<file path="config.mk">
export PLATFORM = sky130hd
export DESIGN_NAME = dcache_controller
export DESIGN_NICKNAME = d
export VERILOG_FILES = /design/src/rtl/dcache_controller.sv
export SDC_FILE = /design/constraint.sdc
export NUM_CORES = 1
export LEC_CHECK = 0
export ABC_AREA = 1
export CAP_MARGIN = 10
export CORE_ASPECT_RATIO = 0.9
export CORE_MARGIN = 2
export CORE_UTILIZATION = 49
export CTS_CLUSTER_DIAMETER = 100
export DETAILED_ROUTE_END_ITERATION = 6
export PLACE_DENSITY = 0.78
export SLEW_MARGIN = 40
export SYNTH_ARGS = -nofsm -noshare
export SYNTH_HDL_FRONTEND = slang
export SYNTH_SLANG_ARGS = --single-unit
</file>
<file path="constraint.sdc">
create_clock -name clk -period 3.7 [get_ports clk]
set_input_delay 0.37 -clock clk [delete_from_list [all_inputs] [get_ports clk]]
set_output_delay 0.37 -clock clk [all_outputs]
set_load 0.01 [all_outputs]
</file>
<file path="src/rtl/dcache_controller.sv">
// ============================================================================
// Module   : dcache_controller
// Purpose  : Miss-sequencing FSM for a direct-mapped L1 data cache. It runs
//            writeback/refill bursts against L2 and keeps hit/miss statistics.
// Revision : 1.0
// ============================================================================
`default_nettype none

package dcache_pkg;
    typedef enum logic {
        LOAD  = 1'b0,
        STORE = 1'b1
    } memory_operation_e;
endpackage

module dcache_controller
    import dcache_pkg::*;
#(
    parameter int STAT_WIDTH = 32
) (
    input  logic                  clk,
    input  logic                  reset,
    input  logic                  pipe_req_valid,
    output logic                  pipe_stall,
    input  logic                  hit,
    input  logic                  clean_miss,
    input  logic                  dirty_miss,
    input  logic                  counter_done,
    output logic                  l2_req_valid,
    output memory_operation_e     l2_req_type,
    input  logic                  l2_fulfilled,
    output logic                  flush_mode,
    output logic                  load_mode,
    output logic                  clear_selected_dirty_bit,
    output logic                  clear_selected_valid_bit,
    output logic                  finish_new_line_install,
    output logic                  set_new_l2_block_address,
    output logic                  reset_counter,
    output logic                  decrement_counter,
    output logic [STAT_WIDTH-1:0] hit_count,
    output logic [STAT_WIDTH-1:0] miss_count,
    output logic [STAT_WIDTH-1:0] writeback_count
);

    typedef enum logic [1:0] {
        S_IDLE         = 2'd0,
        S_FLUSH        = 2'd1,
        S_REFILL_SETUP = 2'd2,
        S_LOAD         = 2'd3
    } state_e;

    state_e                r_state;
    state_e                w_state_next;
    logic                  r_refilled;
    logic                  w_lookup_ok;
    logic                  w_hit_evt;
    logic                  w_miss_evt;
    logic                  w_wb_evt;
    logic                  w_load_last;
    logic [STAT_WIDTH-1:0] r_hit_count;
    logic [STAT_WIDTH-1:0] r_miss_count;
    logic [STAT_WIDTH-1:0] r_wb_count;

    assign w_lookup_ok = pipe_req_valid && $onehot({hit, clean_miss, dirty_miss});
    assign w_load_last = (r_state == S_LOAD) && l2_fulfilled && counter_done;
    assign pipe_stall  = (r_state != S_IDLE) || (pipe_req_valid && !hit);

    always_ff @(posedge clk or posedge reset) begin
        if (reset) begin
            r_state    <= S_IDLE;
            r_refilled <= 1'b0;
        end else begin
            r_state    <= w_state_next;
            r_refilled <= w_load_last;
        end
    end

    always_comb begin
        w_state_next             = r_state;
        l2_req_valid             = 1'b0;
        l2_req_type              = LOAD;
        flush_mode               = 1'b0;
        load_mode                = 1'b0;
        clear_selected_dirty_bit = 1'b0;
        clear_selected_valid_bit = 1'b0;
        finish_new_line_install  = 1'b0;
        set_new_l2_block_address = 1'b0;
        reset_counter            = 1'b0;
        decrement_counter        = 1'b0;
        w_hit_evt                = 1'b0;
        w_miss_evt               = 1'b0;
        w_wb_evt                 = 1'b0;
        case (r_state)
            S_IDLE: begin
                // The hit that ends a refill belongs to an already-counted miss.
                if (!reset && w_lookup_ok) begin
                    if (hit) begin
                        w_hit_evt = !r_refilled;
                    end else if (clean_miss) begin
                        set_new_l2_block_address = 1'b1;
                        reset_counter            = 1'b1;
                        clear_selected_valid_bit = 1'b1;
                        w_miss_evt               = 1'b1;
                        w_state_next             = S_LOAD;
                    end else begin
                        set_new_l2_block_address = 1'b1;
                        reset_counter            = 1'b1;
                        w_miss_evt               = 1'b1;
                        w_wb_evt                 = 1'b1;
                        w_state_next             = S_FLUSH;
                    end
                end
            end
            S_FLUSH: begin
                flush_mode   = 1'b1;
                l2_req_valid = 1'b1;
                l2_req_type  = STORE;
                if (l2_fulfilled) begin
                    if (counter_done) begin
                        clear_selected_dirty_bit = 1'b1;
                        clear_selected_valid_bit = 1'b1;
                        w_state_next             = S_REFILL_SETUP;
                    end else begin
                        decrement_counter = 1'b1;
                    end
                end
            end
            S_REFILL_SETUP: begin
                set_new_l2_block_address = 1'b1;
                reset_counter            = 1'b1;
                w_state_next             = S_LOAD;
            end
            S_LOAD: begin
                load_mode    = 1'b1;
                l2_req_valid = 1'b1;
                l2_req_type  = LOAD;
                if (l2_fulfilled) begin
                    if (counter_done) begin
                        finish_new_line_install  = 1'b1;
                        clear_selected_dirty_bit = 1'b1;
                        w_state_next             = S_IDLE;
                    end else begin
                        decrement_counter = 1'b1;
                    end
                end
            end
            default: w_state_next = S_IDLE;
        endcase
    end

    // Saturating statistics: hold at all-ones instead of wrapping.
    always_ff @(posedge clk or posedge reset) begin
        if (reset) begin
            r_hit_count  <= '0;
            r_miss_count <= '0;
            r_wb_count   <= '0;
        end else begin
            if (w_hit_evt && !(&r_hit_count)) begin
                r_hit_count <= r_hit_count + STAT_WIDTH'(1);
            end
            if (w_miss_evt && !(&r_miss_count)) begin
                r_miss_count <= r_miss_count + STAT_WIDTH'(1);
            end
            if (w_wb_evt && !(&r_wb_count)) begin
                r_wb_count <= r_wb_count + STAT_WIDTH'(1);
            end
        end
    end

    assign hit_count       = r_hit_count;
    assign miss_count      = r_miss_count;
    assign writeback_count = r_wb_count;

endmodule

`default_nettype wire

</file>
=== Word-level counts from Yosys, hierarchy flattened ===
Index checks and enable logic that the tools add are counted.

* Register bits: 99
* Output and inout bits: 107
* Word-level logic and storage cells: 75

* Add/sub/neg operators: 5
* Equal/unequal tests: 10
* Mux-type cells: 33
* Reductions and logical operators: 22

{| class="wikitable"
|+ Operators by type and width
! operator !! number
|-
| 32-bit by 1-bit adder with 32-bit output (second input constant) || 3
|-
| 32-bit AND reduction || 3
|-
| 1-bit 2-to-1 mux || 23
|-
| 2-bit 2-to-1 mux || 7
|-
| 2-bit != test (second input constant) || 6
|-
| 1-bit logical AND || 8
|-
| 2-bit case mux with 4 select lines || 1
|-
| 1-bit logical NOT || 6
|-
| 6-bit AND reduction || 1
|-
| 2-bit by 1-bit == test with 1-bit output (second input constant) || 2
|-
| 2-bit == test (second input constant) || 2
|-
| 1-bit case mux with 2 select lines || 2
|-
| 1-bit by 1-bit adder with 2-bit output || 1
|-
| 2-bit by 1-bit adder with 2-bit output || 1
|-
| 2-bit logical NOT || 1
|-
| 2-bit nonzero test || 1
|-
| 2-bit OR reduction || 1
|-
| 1-bit logical OR || 1
|}

=== Depth between registers and ports, before layout ===
Gate-level depths: netlist (run 1).

* Word-level depth: 8
* Depth in mapped cells: 12
* Gate-level depth less buffers: 11

=== Worst setup path after synthesis (run 1) ===
Ideal clock, no wire load.

* Path type: input to output
* Start: input port reset
* End: output port set_new_l2_block_address
* Arrival: 3.256 ns
* Path slack: 0.074 ns
* Cell stages on the path: 7
* Path buffers: 1
* Path through: inv_1 -> nand2_1 -> nor2_1 -> nand3_1 -> inv_1 -> or2_2 -> buf_4

* Longest elaborated chain between the ends: 4

{| class="wikitable"
|+ Ends and longest elaborated chain
! what !! line !! source
|-
| from (decl) || 22 || <nowiki>input logic reset,</nowiki>
|-
| 1-bit logical NOT (no line) || - ||
|-
| 1-bit logical AND || 96 || <nowiki>if (!reset && w_lookup_ok) begin</nowiki>
|-
| 1-bit 2-to-1 mux || - ||
|-
| 1-bit case mux with 2 select lines || - ||
|-
| to (decl) || 37 || <nowiki>output logic set_new_l2_block_address,</nowiki>
|}

No other way between the ends.

=== Final worst setup path (run 1) ===
* Start: input port hit
* End: output port set_new_l2_block_address

* Longest elaborated chain between the ends: 6
* Elaborated cells between the ends (all ways): 7

{| class="wikitable"
|+ Ends and longest elaborated chain
! what !! line !! source
|-
| from (decl) || 25 || <nowiki>input logic hit,</nowiki>
|-
| 2-bit by 1-bit adder with 2-bit output (not written as such) || 64 || <nowiki>assign w_lookup_ok = pipe_req_valid && $onehot({hit, clean_miss, dirty_miss});</nowiki>
|-
| 2-bit by 1-bit == test with 1-bit output || 64 ||
|-
| 1-bit logical AND || 64 ||
|-
| 1-bit logical AND || 96 ||
|-
| 1-bit 2-to-1 mux * || 96 ||
|-
| 1-bit case mux with 2 select lines * || 93 || <nowiki>case (r_state)</nowiki>
|}

Every way passes the cells marked *; elsewhere a longest branch is shown, timed or not.

==> out/metrics.cfg, run 1 <==
[status]
status=complete, no violations

[cts]
clk_pin_slew_worst_paths_ns=0.07
cts_buffer_depth=2
cts_tree=done
cts_hold_buf=0
post_cts_buffers=0
numCtsBuffers=9
cts_root_buf=clkbuf_16
cts_resized=0
insertion_delay_ns=0.36
cts_sinks=99
cts_max_level=3

[placed_design]
io_buffers=114
place_inst=1329
place_congestion=0.938
dp_worst_setup_slack_ns=0.591
hpwlAfterDp_um=13100

[routing]
wl_um=17500
ant_nets=0
vias=6722
drt_iter0_markers=481
wl_per_cell_um=13.0
via_per_inst=5.00
drcViolationCount=0
drt_first_pass_iters=5

[sta]
max_freq_mhz=322
finalSetupViolations=0
period_minus_slack_ns=3.11
drv_slew=0
hold_ws_ns=0.512
setup_tns_ns=0
rsz0062_at_grt=false
finalClockSkew_ns=0.00799
tightest_slew_ns=0.689
layout_worst_path_cycle_share=0.840
worst_slack_ns=0.593
relSlewSlack=0.539
hold_viol_final=0

[floorplanning]
die_x_um=127
die_y_um=115
design.core.area_sq_um=13400
initial_utilization=0.503
io_pins=115
num_rows=40
die_area_sq_um=14700

[yosys]
syn_avg_cell_area_sq_um=6.33
ys_ff_latch=99
synth_warnings=0
ys_seq_area_frac=0.369
synth_area_sq_um=6720
synth_fp_nets=1077
synth_edf_count=0
synth_ff_type=dfrtp_1
async_flop_share=1.00
synth_cell_types=31
syn_inst=1061

[final_layout]
final_cell_count_no_fill=1345
area_delta_synth_final_pct=23.2
nets=1188
layout-drive-gt1-share=0.0382
layout_common_cells=512 x nand2_1, 165 x nor2_1, 114 x clkdlybuf4s50_1, 99 x dfrtp_1, 91 x inv_1
antennaDiodeCount=0
final_common_cell=nand2_1

[min_path]
hp-class=in2async

[grt]
overflow=0
first_global_vias=5934
grt_use_total=0.245
grt_max_degree=68
antenna_found_initial=0
grt_pass1_wl_um=28900

[setup_path]
startpoint_type=input pin
worst-r2r-setup-slack_ns=1.46
worstSetupPathType=in2out
cp-startpoint=hit
r2r_cells=9
r2r_end=miss_count[12]
worst-path-max-fanout=4
rr_startpoint=miss_count[8]
critPathArrivalTime_ns=2.74
end_kind=output pin
cp-endpoint=set_new_l2_block_address
required_ns=3.33

[run]
cap_violations=0

[pwr]
ir_drop_uv=244
p_leak_uw=0.00379
p_per_area_nw_per_um2=313

synth_stat cells (2+ instances only):
library cell	count	area (sq um)
a21oi_1	5	25.0
buf_2	7	35.0
buf_4	5	37.5
buf_6	4	45.0
dfrtp_1	99	2480
ha_1	7	87.6
inv_1	92	345
nand2_1	512	1920
nand2_2	5	31.3
nand2_4	2	22.5
nand3_1	61	305
nand3b_1	13	97.6
nand4_1	13	81.3
nor2_1	165	619
nor2_2	8	50.1
nor2_4	3	33.8
nor3_1	2	10.0
o21ai_0	9	45.0
xnor2_1	12	105
xor2_1	26	228
worst max-delay path: stages:
cell and delay (ns):
clkdlybuf4s50_1 0.51, inv_1 0.10, fa_1 0.56, inv_1 0.04, nand2_1 0.05, nor2_1 0.04, nand3_1 0.15, inv_1 0.10
or2_2 0.31, clkdlybuf4s50_1 0.49
report_power, final:
group | internal (uW) | leakage, uW | switching (uW)
combinational | 210 | 0.00227 | 234
clock | 543 | 0.000145 | 429
sequential | 1120 | 0.00138 | 49.2
total | 1870 | 0.00379 | 712
state kept, by name, summed over array words and instances (netlist names):
signal,flops
miss_count,32
r_refilled,1
r_state,2
hit_count,32
writeback_count,32
metrics by stage:
step / util / instance area (sq um) / total power, uW
2_1_floorplan: - / 6720 / 1430
3_3_place_gp: 0.597 / 7970 / 1630
3_5_place_dp: 0.597 / 7980 / 1640
4_1_cts: 0.619 / 8280 / 2620
5_1_grt: 0.619 / 8280 / 2720
6_report: 0.619 / 8280 / 2590
per-layer routing:
metal,wire length (um),track usage
met5,0,0
met4,316,0.0703
met3,1120,0.0600
met2,7840,0.382
met1,8250,0.343
cell families after synthesis:
| family | after synthesis | share of synthesized area |
|---|---|---|
| and+or+nand+nor | 788 | 0.480 |
| buffers and inverters | 112 | 0.0732 |
| DFF | 99 | 0.369 |
| xor gates and xnor gates | 38 | 0.0495 |
| AOI/OAI and AO/OA | 16 | 0.0127 |
| adders and majority gates | 8 | 0.0160 |
worst min path at each step:
stage | slack [ns] | startpoint | endpoint
floorplan | 0.50 | r_state[1] | r_state[1]
global placement | 0.51 | writeback_count[1] | writeback_count[1]
detailed placement | 0.52 | miss_count[19] | miss_count[19]
CTS | 0.51 | reset | writeback_count[19]
global route | 0.56 | writeback_count[1] | writeback_count[1]
finish | 0.51 | reset | writeback_count[17]
area by class of cell:
class / count / area [sq um]
Multi-Input combinational cell: 850 / 3750
Fill cell: 1273 / 5080
Clock inverter: 6 / 63.8
Tap cell: 168 / 210
Clock buffer: 10 / 239
Inverter: 94 / 358
Timing Repair Buffer: 118 / 1170
Sequential cell: 99 / 2480
(Power assumes the default switching activity.)
==> run 2: changes to the inputs <==
Settings changed: CORE_UTILIZATION 49 to 54, PLACE_DENSITY 0.78 to 0.81.
Clock period 3.7 ns to 3 ns, I/O delays scaled along.
==> run 2 against run 1 <==
Cell count is 0.15% higher. Total power grew 22%. Combinational power rose by 24%. Die area fell by 9.0%. First-iteration DRC count decreased by 14%. Worst setup slack got worse by 0.35 ns. Global-route usage grew 2.9 points. Worst hold slack lost 0.083 ns. Count of clock-buffer cells in the layout is the same. Largest cell class unchanged.
==> out/metrics.cfg, run 2 (synthesis gave the netlist of run 1 again) <==
[pwr]
p_per_area_nw_per_um2=380  ; +21%
ir_drop_uv=377  ; +54%
p_sw_uw=873  ; +23%
seqPwrFrac=0.456  ; +0.003
p_clk_frac=0.371  ; -0.005
p_leak_uw=0.00384  ; +1.4%
power_frac_comb=0.173  ; about the same
intPower_uw=2300  ; +22%
p_sw_frac=0.275  ; about the same

[sta]
finalSetupViolations=0  ; unchanged
finalClockSkew_ns=0.00680  ; -0.00119 ns
max_freq_mhz=363
layout_worst_path_cycle_share=0.919
setup_tns_ns=0  ; unchanged
hold_ws_ns=0.429  ; -0.0826 ns
relSlewSlack=0.514  ; -0.0254
hold_viol_final=0  ; unchanged
rsz0062_at_grt=false
tightest_slew_ns=0.730  ; +0.0406 ns
drv_slew=0  ; unchanged
period_minus_slack_ns=2.76

[floorplanning]
die_area_sq_um=13400  ; -9.0%
num_rows=38  ; -5.0%
die_x_um=122  ; -4.6%
die_y_um=110  ; -4.6%
design.core.area_sq_um=12100  ; -9.6%
initial_utilization=0.556  ; +0.0536
io_pins=115  ; unchanged

[final_layout]
stdcell_area_sq_um=8350  ; +0.88%
layout-drive-gt1-share=0.0455  ; +0.00726
final_core_util=0.691  ; +0.0720
area_delta_synth_final_pct=24.3
nets=1198  ; +0.84%
final_cell_count_no_fill=1347  ; +0.15%
layout_common_cells=512 x nand2_1, 165 x nor2_1, 113 x clkdlybuf4s50_1, 99 x dfrtp_1, 91 x inv_1
final_common_cell=nand2_1
antennaDiodeCount=0  ; unchanged

[grt]
grt_pass1_wl_um=29000  ; +0.55%
first_global_vias=6171  ; +4.0%
grt_use_total=0.274  ; +0.0285
overflow=0  ; unchanged
grt_max_degree=79  ; +16%
antenna_found_initial=0  ; unchanged

[min_path]
hp-class=in2async

[routing]
drt_iter0_markers=412  ; -14%
drcViolationCount=0  ; unchanged
via_per_inst=5.07  ; +1.4%
wl_per_cell_um=13.1  ; +0.26%
drt_first_pass_iters=6  ; +1
ant_nets=0  ; unchanged
vias=6823  ; +1.5%
wl_um=17600  ; +0.41%

[setup_path]
required_ns=2.70  ; -0.63 ns
end_kind=output pin
worst-path-max-fanout=3  ; -1
critPathArrivalTime_ns=2.46  ; -0.28 ns
worstSetupPathType=in2out
startpoint_type=input pin

[placed_design]
placed_area_sq_um=8050  ; +0.99%
place_congestion=0.964  ; +2.8%
place_inst=1331  ; +0.15%
hpwlAfterDp_um=13100  ; -0.35%
io_buffers=114  ; unchanged

[cts]
cts_buffer_depth=2  ; unchanged
cts_max_level=3  ; unchanged
cts_sinks=99  ; unchanged
clk_pin_slew_worst_paths_ns=0.07  ; about the same
insertion_delay_ns=0.36  ; about the same
cts_root_buf=clkbuf_16
cts_tree=done
numCtsBuffers=9  ; unchanged
cts_hold_buf=0  ; unchanged

[status]
status=complete, no violations

[run]
cap_violations=0  ; unchanged

[run 2: changes by cell type in the layout (fill, tap and decap cells not counted), sizes merged]
cell	delta
clkdlybuf4s50	-1
clkinv	+1
inv	-1
dlymetal6s2s	+1
buf	+10
[run 2: per-layer routing]
metal | track usage | share of wire
met1 | 0.363 | 0.46
met2 | 0.454 | 0.46
met3 | 0.0488 | 0.054
met4 | 0.0985 | 0.022
met5 | 0 | 0
[run 2: area by class of cell]
type                            instances  area (sq um)
Sequential cell                        99          2480
Timing Repair Buffer                  128          1260
Tap cell                              160           200
Multi-Input combinational cell        850          3750
Clock inverter                          6          65.1
Inverter                               94           359
Fill cell                            1083          3730
Clock buffer                           10           229
[run 2: power by group through the flow]
stage	registers [uW]	logic [uW]	clock network (uW)
global placement	1470	549	0
floorplan	1470	295	0
global route	1450	614	1250
CTS	1440	556	1200
detailed placement	1470	553	0
finish	1450	549	1170
[run 2: what timing repair did]
item,4_1_cts,5_1_grt
resized for setup,0,2
setup buffers,0,0
setup endpoints to repair,0,3
[run 2: critical path, stage by stage]
cell,delay [ns]
clkdlybuf4s50_1,0.50
inv_1,0.06
fa_1,0.53
inv_1,0.04
nand2_1,0.05
nor2_1,0.05
nand3_1,0.09
inv_1,0.06
or2_2,0.30
clkdlybuf4s50_1,0.48
[run 2: final timing paths]
path                                from              to  slack [ns]  depth (start not counted)
min in group clk                     hit   hit_count[27]        0.52                          6
min                                reset   hit_count[19]        0.43                          3
max                           clean_miss   reset_counter        0.24                         10
max in group asynchronous          reset  miss_count[27]        1.56                          4
max reg2reg                miss_count[0]  miss_count[31]        0.72                         10
min reg2reg                   r_state[1]      r_state[1]        0.55                          2
[run 2: stage by stage]
step	setup WS [ns]	power [uW]
finish	0.242	3170
global route	0.0932	3320
CTS	0.0833	3200
detailed placement	0.101	2020
global placement	0.126	2020
floorplan	0.0486	1770
